### src/rtl/mem_access_ctrl.sv
// Initiator-side controller for the 256x8 data memory: load/store/push/pop over valid/ready.
// Define MEM_ACCESS_PROTECT_EN to fault low-region LOAD/STORE and stack overflow/underflow.
module mem_access_ctrl #(
  parameter int unsigned           ADDR_WIDTH = 8,
  parameter int unsigned           DATA_WIDTH = 8,
  parameter int unsigned           DATA_BASE  = 128,
  parameter logic [ADDR_WIDTH-1:0] SP_RESET   = 8'hFF
) (
  input  logic                  i_clk,
  input  logic                  i_rst,
  input  logic                  i_req_valid,
  output logic                  o_req_ready,
  input  logic [2:0]            i_req_op,
  input  logic [ADDR_WIDTH-1:0] i_req_addr,
  input  logic [DATA_WIDTH-1:0] i_req_wdata,
  output logic                  o_rsp_valid,
  output logic [DATA_WIDTH-1:0] o_rsp_rdata,
  output logic                  o_rsp_err,
  output logic [ADDR_WIDTH-1:0] o_mem_addr,
  output logic [DATA_WIDTH-1:0] o_mem_wdata,
  output logic                  o_mem_wen,
  input  logic [DATA_WIDTH-1:0] i_mem_rdata,
  output logic [ADDR_WIDTH-1:0] o_sp
);

  localparam logic [2:0] OpNop   = 3'd0;
  localparam logic [2:0] OpLoad  = 3'd1;
  localparam logic [2:0] OpStore = 3'd2;
  localparam logic [2:0] OpPush  = 3'd3;
  localparam logic [2:0] OpPop   = 3'd4;

`ifdef MEM_ACCESS_PROTECT_EN
  localparam bit ProtectEn = 1'b1;
`else
  localparam bit ProtectEn = 1'b0;
`endif

  localparam logic [ADDR_WIDTH-1:0] BaseAddr  = ADDR_WIDTH'(DATA_BASE);
  localparam logic [ADDR_WIDTH-1:0] StackFull = ADDR_WIDTH'(DATA_BASE - 1);

  typedef enum logic [1:0] {StIdle, StAccess, StDone} state_e;

  state_e                r_state;
  state_e                w_state_d;
  logic [2:0]            r_op;
  logic [ADDR_WIDTH-1:0] r_addr;
  logic [DATA_WIDTH-1:0] r_wdata;
  logic [ADDR_WIDTH-1:0] r_sp;
  logic [ADDR_WIDTH-1:0] w_sp_d;
  logic                  r_rsp_valid;
  logic [DATA_WIDTH-1:0] r_rsp_rdata;
  logic [DATA_WIDTH-1:0] w_rdata_d;
  logic                  r_rsp_err;
  logic                  w_fault;
  logic                  w_accept;

  assign o_rsp_valid = r_rsp_valid;
  assign o_rsp_rdata = r_rsp_rdata;
  assign o_rsp_err   = r_rsp_err;
  assign o_sp        = r_sp;
  assign w_accept    = o_req_ready & i_req_valid;

  always_comb begin
    w_fault = (r_op > OpPop);
    if (ProtectEn) begin
      case (r_op)
        OpLoad, OpStore: w_fault = (r_addr < BaseAddr);
        OpPush:          w_fault = (r_sp == StackFull);
        OpPop:           w_fault = (r_sp == '1);
        default:         ;
      endcase
    end
  end

  always_comb begin
    w_state_d   = r_state;
    o_req_ready = 1'b0;
    o_mem_addr  = '0;
    o_mem_wdata = '0;
    o_mem_wen   = 1'b0;
    w_rdata_d   = '0;
    w_sp_d      = r_sp;
    case (r_state)
      StIdle: begin
        o_req_ready = ~i_rst;
        if (w_accept) w_state_d = StAccess;
      end
      StAccess: begin
        w_state_d = StDone;
        if (!w_fault) begin
          case (r_op)
            OpLoad: begin
              o_mem_addr = r_addr;
              w_rdata_d  = i_mem_rdata;
            end
            OpStore: begin
              o_mem_addr  = r_addr;
              o_mem_wdata = r_wdata;
              o_mem_wen   = ~i_rst;
            end
            OpPush: begin
              o_mem_addr  = r_sp;
              o_mem_wdata = r_wdata;
              o_mem_wen   = ~i_rst;
              w_sp_d      = r_sp - ADDR_WIDTH'(1);
            end
            OpPop: begin
              o_mem_addr = r_sp + ADDR_WIDTH'(1);
              w_rdata_d  = i_mem_rdata;
              w_sp_d     = r_sp + ADDR_WIDTH'(1);
            end
            default: ;
          endcase
        end
      end
      StDone:  w_state_d = StIdle;
      default: w_state_d = StIdle;
    endcase
  end

  always_ff @(posedge i_clk) begin
    if (i_rst) begin
      r_state     <= StIdle;
      r_op        <= OpNop;
      r_addr      <= '0;
      r_wdata     <= '0;
      r_sp        <= SP_RESET;
      r_rsp_valid <= 1'b0;
      r_rsp_rdata <= '0;
      r_rsp_err   <= 1'b0;
    end else begin
      r_state     <= w_state_d;
      r_rsp_valid <= (r_state == StAccess);
      r_sp        <= w_sp_d;
      if (w_accept) begin
        r_op    <= i_req_op;
        r_addr  <= i_req_addr;
        r_wdata <= i_req_wdata;
      end
      // Response fields are captured only here so they hold until the next response.
      if (r_state == StAccess) begin
        r_rsp_rdata <= w_rdata_d;
        r_rsp_err   <= w_fault;
      end
    end
  end

endmodule

### config.mk
export PLATFORM = sky130hd
export DESIGN_NAME = mem_access_ctrl
export DESIGN_NICKNAME = d
export VERILOG_FILES = /design/src/rtl/mem_access_ctrl.sv
export SDC_FILE = /design/constraint.sdc
export NUM_CORES = 1
export LEC_CHECK = 0
export CORE_MARGIN = 4
export CORE_UTILIZATION = 30
export CTS_CLUSTER_DIAMETER = 50
export CTS_CLUSTER_SIZE = 16
export DETAILED_ROUTE_END_ITERATION = 8
export PLACE_DENSITY = 0.55
export SYNTH_ARGS = -nofsm -noshare
export SYNTH_HDL_FRONTEND = slang
export SYNTH_SLANG_ARGS = --single-unit
### constraint.sdc
create_clock -name i_clk -period 3.5 [get_ports i_clk]
set_input_delay 0.525 -clock i_clk [delete_from_list [all_inputs] [get_ports i_clk]]
set_output_delay 0.525 -clock i_clk [all_outputs]
set_load 0.02 [all_outputs]
== After elaboration in Yosys (flattened, before gate mapping) ==
Cells that the tools add are included.

* Output and inout port bits: 36
* Bits in registers: 39

* Add/subtract/negate cells: 2
* Eq/ne operators: 6
* Bitwise operators: 3
* Reductions and logical operators: 6
* Magnitude comparators: 1
* Multiplexer cells: 15

{| class="wikitable"
|+ Operators by type and width
! cell !! number
|-
| two-way mux 8 bit || 7
|-
| case mux 8 bit (3 select lines) || 1
|-
| case mux 8 bit (2 select lines) || 1
|-
| adder 8 x 1 -> 8 bit (second input constant) || 1
|-
| subtractor 8 x 1 -> 8 bit (second input constant) || 1
|-
| equality test 3 x 2 -> 1 bit (second input constant) || 2
|-
| OR reduction 2 bit || 3
|-
| two-way mux 1 bit || 4
|-
| case mux 2 bit (2 select lines) || 1
|-
| equality test 3 x 1 -> 1 bit (second input constant) || 1
|-
| equality test 3 bit (second input constant) || 1
|-
| > comparator 3 bit (second input constant) || 1
|-
| AND reduction 3 bit || 1
|-
| equality test 2 x 1 -> 1 bit (second input constant) || 1
|-
| zero test 2 bit || 1
|-
| two-way mux 2 bit || 1
|-
| != test 2 bit (second input constant) || 1
|-
| NOT 1 bit || 2
|-
| nonzero test 2 bit || 1
|-
| bitwise AND 1 bit || 1
|}

== Logic depth before layout (Yosys ltp) ==
Gate-level depths: netlist (run 1).

* Depth in word-level cells: 5
* Depth in mapped cells: 7
* Gate-level depth less buffers: 6

== Least setup slack after synthesis (run 1) ==
No wires, ideal clock.

* Path type: reg2out
* Start point: register r_sp[0], in the netlist o_sp[0]
* End point: output o_mem_addr[7]
* Path buffers: 0
* Arrival time: 1.800 ns
* Required time: 2.975 ns
* Path slack: 1.175 ns
* Stages on the path, launching flop included: 5
* Path through: dfxtp_1 > and3_1 > nand3_1 > or4_1 > a31oi_1

* Cells in the longest elaborated chain, start to end: 4

{| class="wikitable"
|+ RTL lines
! what !! line !! RTL
|-
| start, declared || 48 || <nowiki>logic [ADDR_WIDTH-1:0] r_sp;</nowiki>
|-
| start signal, assigned || 134 || <nowiki>r_sp <= w_sp_d;</nowiki>
|-
| adder 8 x 1 -> 8 bit || 108 || <nowiki>o_mem_addr = r_sp + ADDR_WIDTH'(1);</nowiki>
|-
| case mux 8 bit (3 select lines) || 91 || <nowiki>case (r_op)</nowiki>
|-
| two-way mux 8 bit || 90 || <nowiki>if (!w_fault) begin</nowiki>
|-
| two-way mux 8 bit || 83 || <nowiki>case (r_state)</nowiki>
|-
| end, declared || 19 || <nowiki>output logic [ADDR_WIDTH-1:0] o_mem_addr,</nowiki>
|}

No other way between the ends.

== Final worst setup path (run 1) ==
* Start point: register r_op[2]
* End point: output o_mem_addr[5]

* Cells in the longest elaborated chain, start to end: 5

{| class="wikitable"
|+ RTL lines
! what !! line !! RTL
|-
| start, declared || 45 || <nowiki>logic [2:0] r_op;</nowiki>
|-
| start signal, assigned || 124 || <nowiki>r_op <= OpNop;</nowiki>
|-
| start signal, assigned || 136 || <nowiki>r_op <= i_req_op;</nowiki>
|-
| equality test 3 x 1 -> 1 bit or equality test 3 x 2 -> 1 bit (tied branches) || 91 ||
|-
| OR reduction 2 bit (no line) || -- ||
|-
| case mux 8 bit (3 select lines) || 91 ||
|-
| two-way mux 8 bit (*) || 90 ||
|-
| two-way mux 8 bit (*) || 83 ||
|}

Every way passes the cells marked *; elsewhere a longest branch is shown, timed or not.

==> results of run 1 <==
[worst paths after layout]
path	slack (ns)	depth (start not counted)	from	endpoint
worst max register to register	1.51	5	r_op[2]$_SDFFE_PP0P_	o_sp[5]$_SDFFE_PP1P_
worst max-delay path	0.38	5	r_op[2]$_SDFFE_PP0P_	o_mem_addr[5]
worst min register to register	0.45	2	r_wdata[1]$_SDFFE_PP0P_	r_wdata[1]$_SDFFE_PP0P_
worst min-delay path	0.45	2	r_wdata[1]$_SDFFE_PP0P_	r_wdata[1]$_SDFFE_PP0P_
[stage by stage]
stage	power (uW)	util [%]	instance area, sq um
finish	974	44.4	2840
global placement	593	42.6	2720
detailed placement	594	42.6	2720
CTS	989	44.4	2840
global route	1020	44.4	2840
floorplan	536	-	1990
[flip-flops by register name, summed over array words and instances, names as in the netlist]
register     count
o_sp             8
r_addr           8
r_state          2
o_rsp_rdata      8
o_rsp_err        1
o_rsp_valid      1
r_wdata          8
r_op             3
[power breakdown]
part	total, uW	internal, uW	switching [uW]
Sequential	469	457	12.5
Clock	391	215	176
Combinational	113	58.7	54.8
Total	974	730	243
[layout by cell type (no fill, tap or decap), types with 2 or more instances in the layout]
| master | instances |
|---|---|
| clkdlybuf4s50_1 | 65 |
| nand2_1 | 51 |
| dfxtp_1 | 39 |
| a21oi_1 | 29 |
| nor2_1 | 21 |
| nand3_1 | 12 |
| o21ai_0 | 12 |
| a22oi_1 | 9 |
| buf_4 | 9 |
| and2_1 | 8 |
| nor3_1 | 6 |
| inv_1 | 6 |
| mux2i_1 | 6 |
| clkbuf_8 | 5 |
| or3_1 | 4 |
| nor3b_1 | 4 |
| a21o_1 | 3 |
| nand2b_1 | 3 |
| a31oi_1 | 3 |
| o211ai_1 | 3 |
| nor2b_1 | 2 |
| and3_1 | 2 |
| a221oi_1 | 2 |
| or4_1 | 2 |
| xnor2_1 | 2 |
| nor4_1 | 2 |
| ha_1 | 2 |
[metal layers]
layer | routed length, microns | global-route usage [%] | vias to the layer above | share of wire, %
li1 | - | - | 1044 | -
met1 | 2750 | 22.9 | 905 | 47
met2 | 2570 | 22.8 | 71 | 44
met3 | 397 | 3.50 | 8 | 6.8
met4 | 80 | 4.33 | 0 | 1.4
met5 | 0 | 0 | - | 0
[cell type report]
type                    count  area share (%)
inverters                   6           0.794
well taps                  77            3.40
clock buffers               5            2.43
clock inverters             3            1.63
repair buffers             74            25.3
multi-input cells         201            38.9
flip-flops and latches     39            27.5
[worst max-delay path, stage by stage, from the launching register on]
cell	delay, ns
dfxtp_1	0.55
or3b_1	0.40
buf_4	0.20
or3_1	0.35
a31oi_1	0.18
clkdlybuf4s50_1	0.63
[logic make-up after synthesis]
family | after synthesis | share of synthesized area (%)
compound gates | 67 | 20.2
fa+ha+maj | 2 | 1.26
buf+inv | 25 | 5.29
flops | 39 | 39.3
mux | 6 | 3.02
xor+xnor | 3 | 1.32
simple gates | 123 | 29.6
[synthesized netlist by cell type (3+ instances only)]
cell	number	share of area, %
nor3_1	6	1.5
buf_2	3	0.75
a21o_1	3	1.1
inv_1	6	1.1
o21ai_0	12	3.0
nor3b_1	4	1.5
a31oi_1	3	0.94
or3_1	4	1.3
a21oi_1	29	7.3
mux2i_1	6	3.0
a22oi_1	9	3.4
nand2b_1	3	0.94
and2_1	8	2.5
clkbuf_1	14	2.6
o211ai_1	3	1.1
dfxtp_1	39	39
nand2_1	51	9.6
nor2_1	21	4.0
nand3_1	12	3.0
==> metrics.cfg, run 1 <==
[cts]
clock_latency_ns=0.29
htree_num_levels=2
cts_resized=0
clock_sinks=39
cts_hold_buffers=0
cts_tree=built
clockRootBuffer=clkbuf_8
postCtsSetupBuffers=0
numCtsBuffers=5
clk_pin_slew_worst_paths_ns=0.09
clock_path_buffers=2

[place]
globalplace.congestion=0.834
pre_cts_ws_ns=0.662
portBuffers=65
placed_cells=397
dpl.hpwl_microns=4180

[setup_path]
required_ns=2.97
worstSetupPathType=register to output port
crit_path_start_kind=register
crit_arrival_ns=2.60
endpoint_kind=output port
crit_fanout=16

[yosys]
synthArstFlopShare_pct=0
synth.yosys.seq_area_share_pct=39.3
synth.distinct_cells=41
syn_nets=297
synthCells=265
synth_edf_count=0
synth_ff_type=dfxtp_1
syn_area_per_cell_sq_um=7.50
synth-seq-cells=39
synth.cell_area_sq_um=1990
yosysWarningCount=0

[die]
rows=29
die_area_sq_um=7990
ioPinCount=66
coreArea_sq_um=6390
start_util_pct=31.1
die_w_microns=89.4
die_h_microns=89.4

[layout]
multi_input_area_sq_um=1100
num_antenna_cells=0
layout.nets=359
area_growth_pct=42.6
regArea_sq_um=781
drive_gt1_share_pct=6.10
n_fill_cell=664
final_cells=405

[global_routing]
grt-ovfl-total=0
grt_pass1_wl_microns=9760
grt_usage_pct=15.6
grt_max_degree=21
antenna_found_initial=0
grt_pass1_vias=1962

[timing]
setup_violations=0
relSlewSlack_pct=55.5
whs_ns=0.455
hold_violations=0
rsz0062_at_grt=no
drv_slew=0
worstMarginPinSlew_ns=0.667
setup_ws_ns=0.375
fin_tns_setup_ns=0
period_minus_slack_ns=3.12
period_share_pct=89.3
fin_skew_ns=0.00939
fmax_mhz=320

[hold_path]
hold_class=register to register

[flow_run]
maxCapViolCount=0

[status]
status=finished, final reports clean

[routing]
drcViolationCount=0
drtPass1Iterations=4
wl_per_cell_microns=14.3
vias_per_cell=5.01
drt.antenna.violating_nets=0
drtIter0Drc=111
vias=2028
drt_wl_total_microns=5800

[pwr]
power.density_nw_per_um2=343
ir_drop_mv=0.196
power.leakage_uw=0.00103

(Power assumes the default switching activity.)
==> run 2: changes to the inputs <==
--- a/config.mk
+++ b/config.mk
@@ -10,6 +10,7 @@
 export CTS_CLUSTER_DIAMETER = 50
 export CTS_CLUSTER_SIZE = 16
 export DETAILED_ROUTE_END_ITERATION = 8
+export GPL_TIMING_DRIVEN = 0
 export PLACE_DENSITY = 0.55
 export SYNTH_ARGS = -nofsm -noshare
 export SYNTH_HDL_FRONTEND = slang
==> metrics.cfg, run 2 (same netlist as run 1, synthesis figures left out) <==
[place]
postPlaceCellArea_sq_um=2730  ; was 2720 sq um
pre_cts_ws_ns=0.634  ; was 0.662 ns
placed_cells=406  ; was 397
dpl.hpwl_microns=4350  ; was 4180 microns
globalplace.congestion=0.817  ; was 0.834
portBuffers=64  ; was 65

[pwr]
power.leakage_uw=0.00101  ; was 0.00103 uW
power.density_nw_per_um2=339  ; was 343 nW/um^2
ir_drop_mv=0.215  ; was 0.196 mV

[hold_path]
min_to=r_wdata[3]$_SDFFE_PP0P_  ; was r_wdata[1]$_SDFFE_PP0P_
hold_class=register to register  ; unchanged
holdPathStages=2  ; unchanged
worstHoldStart=r_wdata[3]$_SDFFE_PP0P_  ; was r_wdata[1]$_SDFFE_PP0P_

[routing]
wl_per_cell_microns=14.2  ; was 14.3 microns
vias_per_cell=4.92  ; was 5.01
drtIter0Drc=118  ; was 111
drcViolationCount=0  ; unchanged
drt.antenna.violating_nets=0  ; unchanged
drtPass1Iterations=6  ; was 4
drt_wl_total_microns=5880  ; was 5800 microns
vias=2033  ; was 2028

[timing]
whs_ns=0.451  ; was 0.455 ns
setup_violations=0  ; unchanged
rsz0062_at_grt=no  ; unchanged
period_share_pct=92.2  ; was 89.3%
fin_tns_setup_ns=0  ; unchanged
fmax_mhz=310  ; was 320 MHz
period_minus_slack_ns=3.23  ; was 3.12 ns
drv_slew=0  ; unchanged
setup_ws_ns=0.272  ; was 0.375 ns
worstMarginPinSlew_ns=0.804  ; was 0.667 ns
relSlewSlack_pct=46.1  ; was 55.5%
fin_skew_ns=0.00392  ; was 0.00939 ns
hold_violations=0  ; unchanged

[setup_path]
reg2reg_slack_ns=1.73  ; was 1.51 ns
endpoint_kind=output port  ; unchanged
rr_startpoint=r_op[0]$_SDFFE_PP0P_  ; was r_op[2]$_SDFFE_PP0P_
r2r_cells=5  ; unchanged
required_ns=2.97  ; about the same
crit_fanout=10  ; was 16
crit_arrival_ns=2.70  ; was 2.60 ns
worstSetupPathType=register to output port  ; unchanged
rr_endpoint=o_sp[2]$_SDFFE_PP1P_  ; was o_sp[5]$_SDFFE_PP1P_
crit_path_start_kind=register  ; unchanged

[layout]
layout.nets=368  ; was 359
layout_commonest_cell=clkdlybuf4s50_1  ; unchanged
layout_common_cells=clkdlybuf4s50_1, nand2_1, dfxtp_1, a21oi_1, nor2_1  ; unchanged
area_growth_pct=42.4  ; was 42.6%
drive_gt1_share_pct=4.17  ; was 6.10%
num_antenna_cells=0  ; unchanged
final_cells=413  ; was 405
fin_area_sq_um=2830  ; was 2840 sq um

[flow_run]
maxCapViolCount=0  ; unchanged

[global_routing]
grt_pass1_vias=1914  ; was 1962
antenna_found_initial=0  ; unchanged
grt_pass1_wl_microns=9400  ; was 9760 microns
grt_usage_pct=15.2  ; was 15.6%
grt_max_degree=13  ; was 21
grt-ovfl-total=0  ; unchanged

[cts]
clockRootBuffer=clkbuf_8  ; unchanged
htree_num_levels=2  ; unchanged
numCtsBuffers=5  ; unchanged
clock_latency_ns=0.29  ; about the same
clock_sinks=39  ; unchanged
clk_pin_slew_worst_paths_ns=0.08  ; was 0.09 ns
cts_resized=0  ; unchanged
postCtsSetupBuffers=0  ; unchanged
cts_hold_buffers=0  ; unchanged
cts_tree=built  ; unchanged
clock_path_buffers=2  ; unchanged

[die]
die_h_microns=89.4  ; unchanged
die_area_sq_um=7990  ; unchanged
coreArea_sq_um=6390  ; unchanged
ioPinCount=66  ; unchanged
start_util_pct=31.1  ; unchanged
die_w_microns=89.4  ; unchanged
rows=29  ; unchanged

[status]
status=finished, final reports clean  ; unchanged

## run 2: cell count changes in the layout (fill, tap and decap cells not counted)
cell | before | now
buf_2 | 0 | 3
inv_6 | 1 | 0
buf_6 | 0 | 1
clkbuf_1 | 0 | 14
clkdlybuf4s50_1 | 65 | 64
buf_1 | 0 | 1
buf_4 | 9 | 0
## run 2: area by class of cell
type / instances / area (sq um)
buffer: 19 / 82.6
clock inverter: 2 / 37.5
multi-input combinational: 201 / 1100
timing repair buffer: 64 / 641
inverter: 6 / 22.5
clock buffer: 5 / 68.8
fill: 670 / 3550
tap: 77 / 96.3
sequential: 39 / 781
## run 2: metal layers
| metal | track usage [%] | up-vias | wire (microns) |
|---|---|---|---|
| met5 | 0 | - | 0 |
| met4 | 5.14 | 0 | 74 |
| met3 | 3.96 | 6 | 358 |
| met2 | 23.8 | 60 | 2690 |
| met1 | 20.3 | 906 | 2760 |
| li1 | - | 1061 | - |
## run 2: worst max-delay path, stage by stage, from the launching register on
cell and delay, ns:
dfxtp_1 0.32, buf_6 0.14, nor3b_2 0.68, o21bai_1 0.37, a31oi_1 0.26, clkdlybuf4s50_1 0.64
## run 2: how the worst max path moves through the flow
stage                          from            end  cells after the start
2_1_floorplan  o_sp[0]$_SDFFE_PP1P_  o_mem_addr[7]                      4
3_3_place_gp   r_op[0]$_SDFFE_PP0P_  o_mem_addr[5]                      5
3_5_place_dp   r_op[0]$_SDFFE_PP0P_  o_mem_addr[5]                      5
4_1_cts        r_op[0]$_SDFFE_PP0P_  o_mem_addr[6]                      5
5_1_grt        r_op[0]$_SDFFE_PP0P_  o_mem_addr[3]                      5
6_report       r_op[0]$_SDFFE_PP0P_  o_mem_addr[5]                      5
## run 2: power breakdown
group | leakage, uW | internal (uW) | switching (uW)
sequential | 0.000317 | 457 | 7.75
clock | 0.0000502 | 208 | 167
combinational | 0.000647 | 57.2 | 61.6
total | 0.00101 | 722 | 236
## run 2: per-stage QoR
| stage | util, % | power (uW) |
|---|---|---|
| finish | 44.3 | 958 |
| global route | 44.3 | 998 |
| CTS | 44.3 | 974 |
| detailed placement | 42.7 | 595 |
| global placement | 42.7 | 594 |
| floorplan | - | 536 |
==> run 3: changes to the inputs <==
--- a/config.mk
+++ b/config.mk
@@ -8,7 +8,6 @@
 export CORE_MARGIN = 4
 export CORE_UTILIZATION = 30
 export CTS_CLUSTER_DIAMETER = 50
-export CTS_CLUSTER_SIZE = 16
 export DETAILED_ROUTE_END_ITERATION = 8
 export GPL_TIMING_DRIVEN = 0
 export PLACE_DENSITY = 0.55
==> results of run 3 <==
Same layout as run 2: the final DEF is identical, and so are final timing and power.
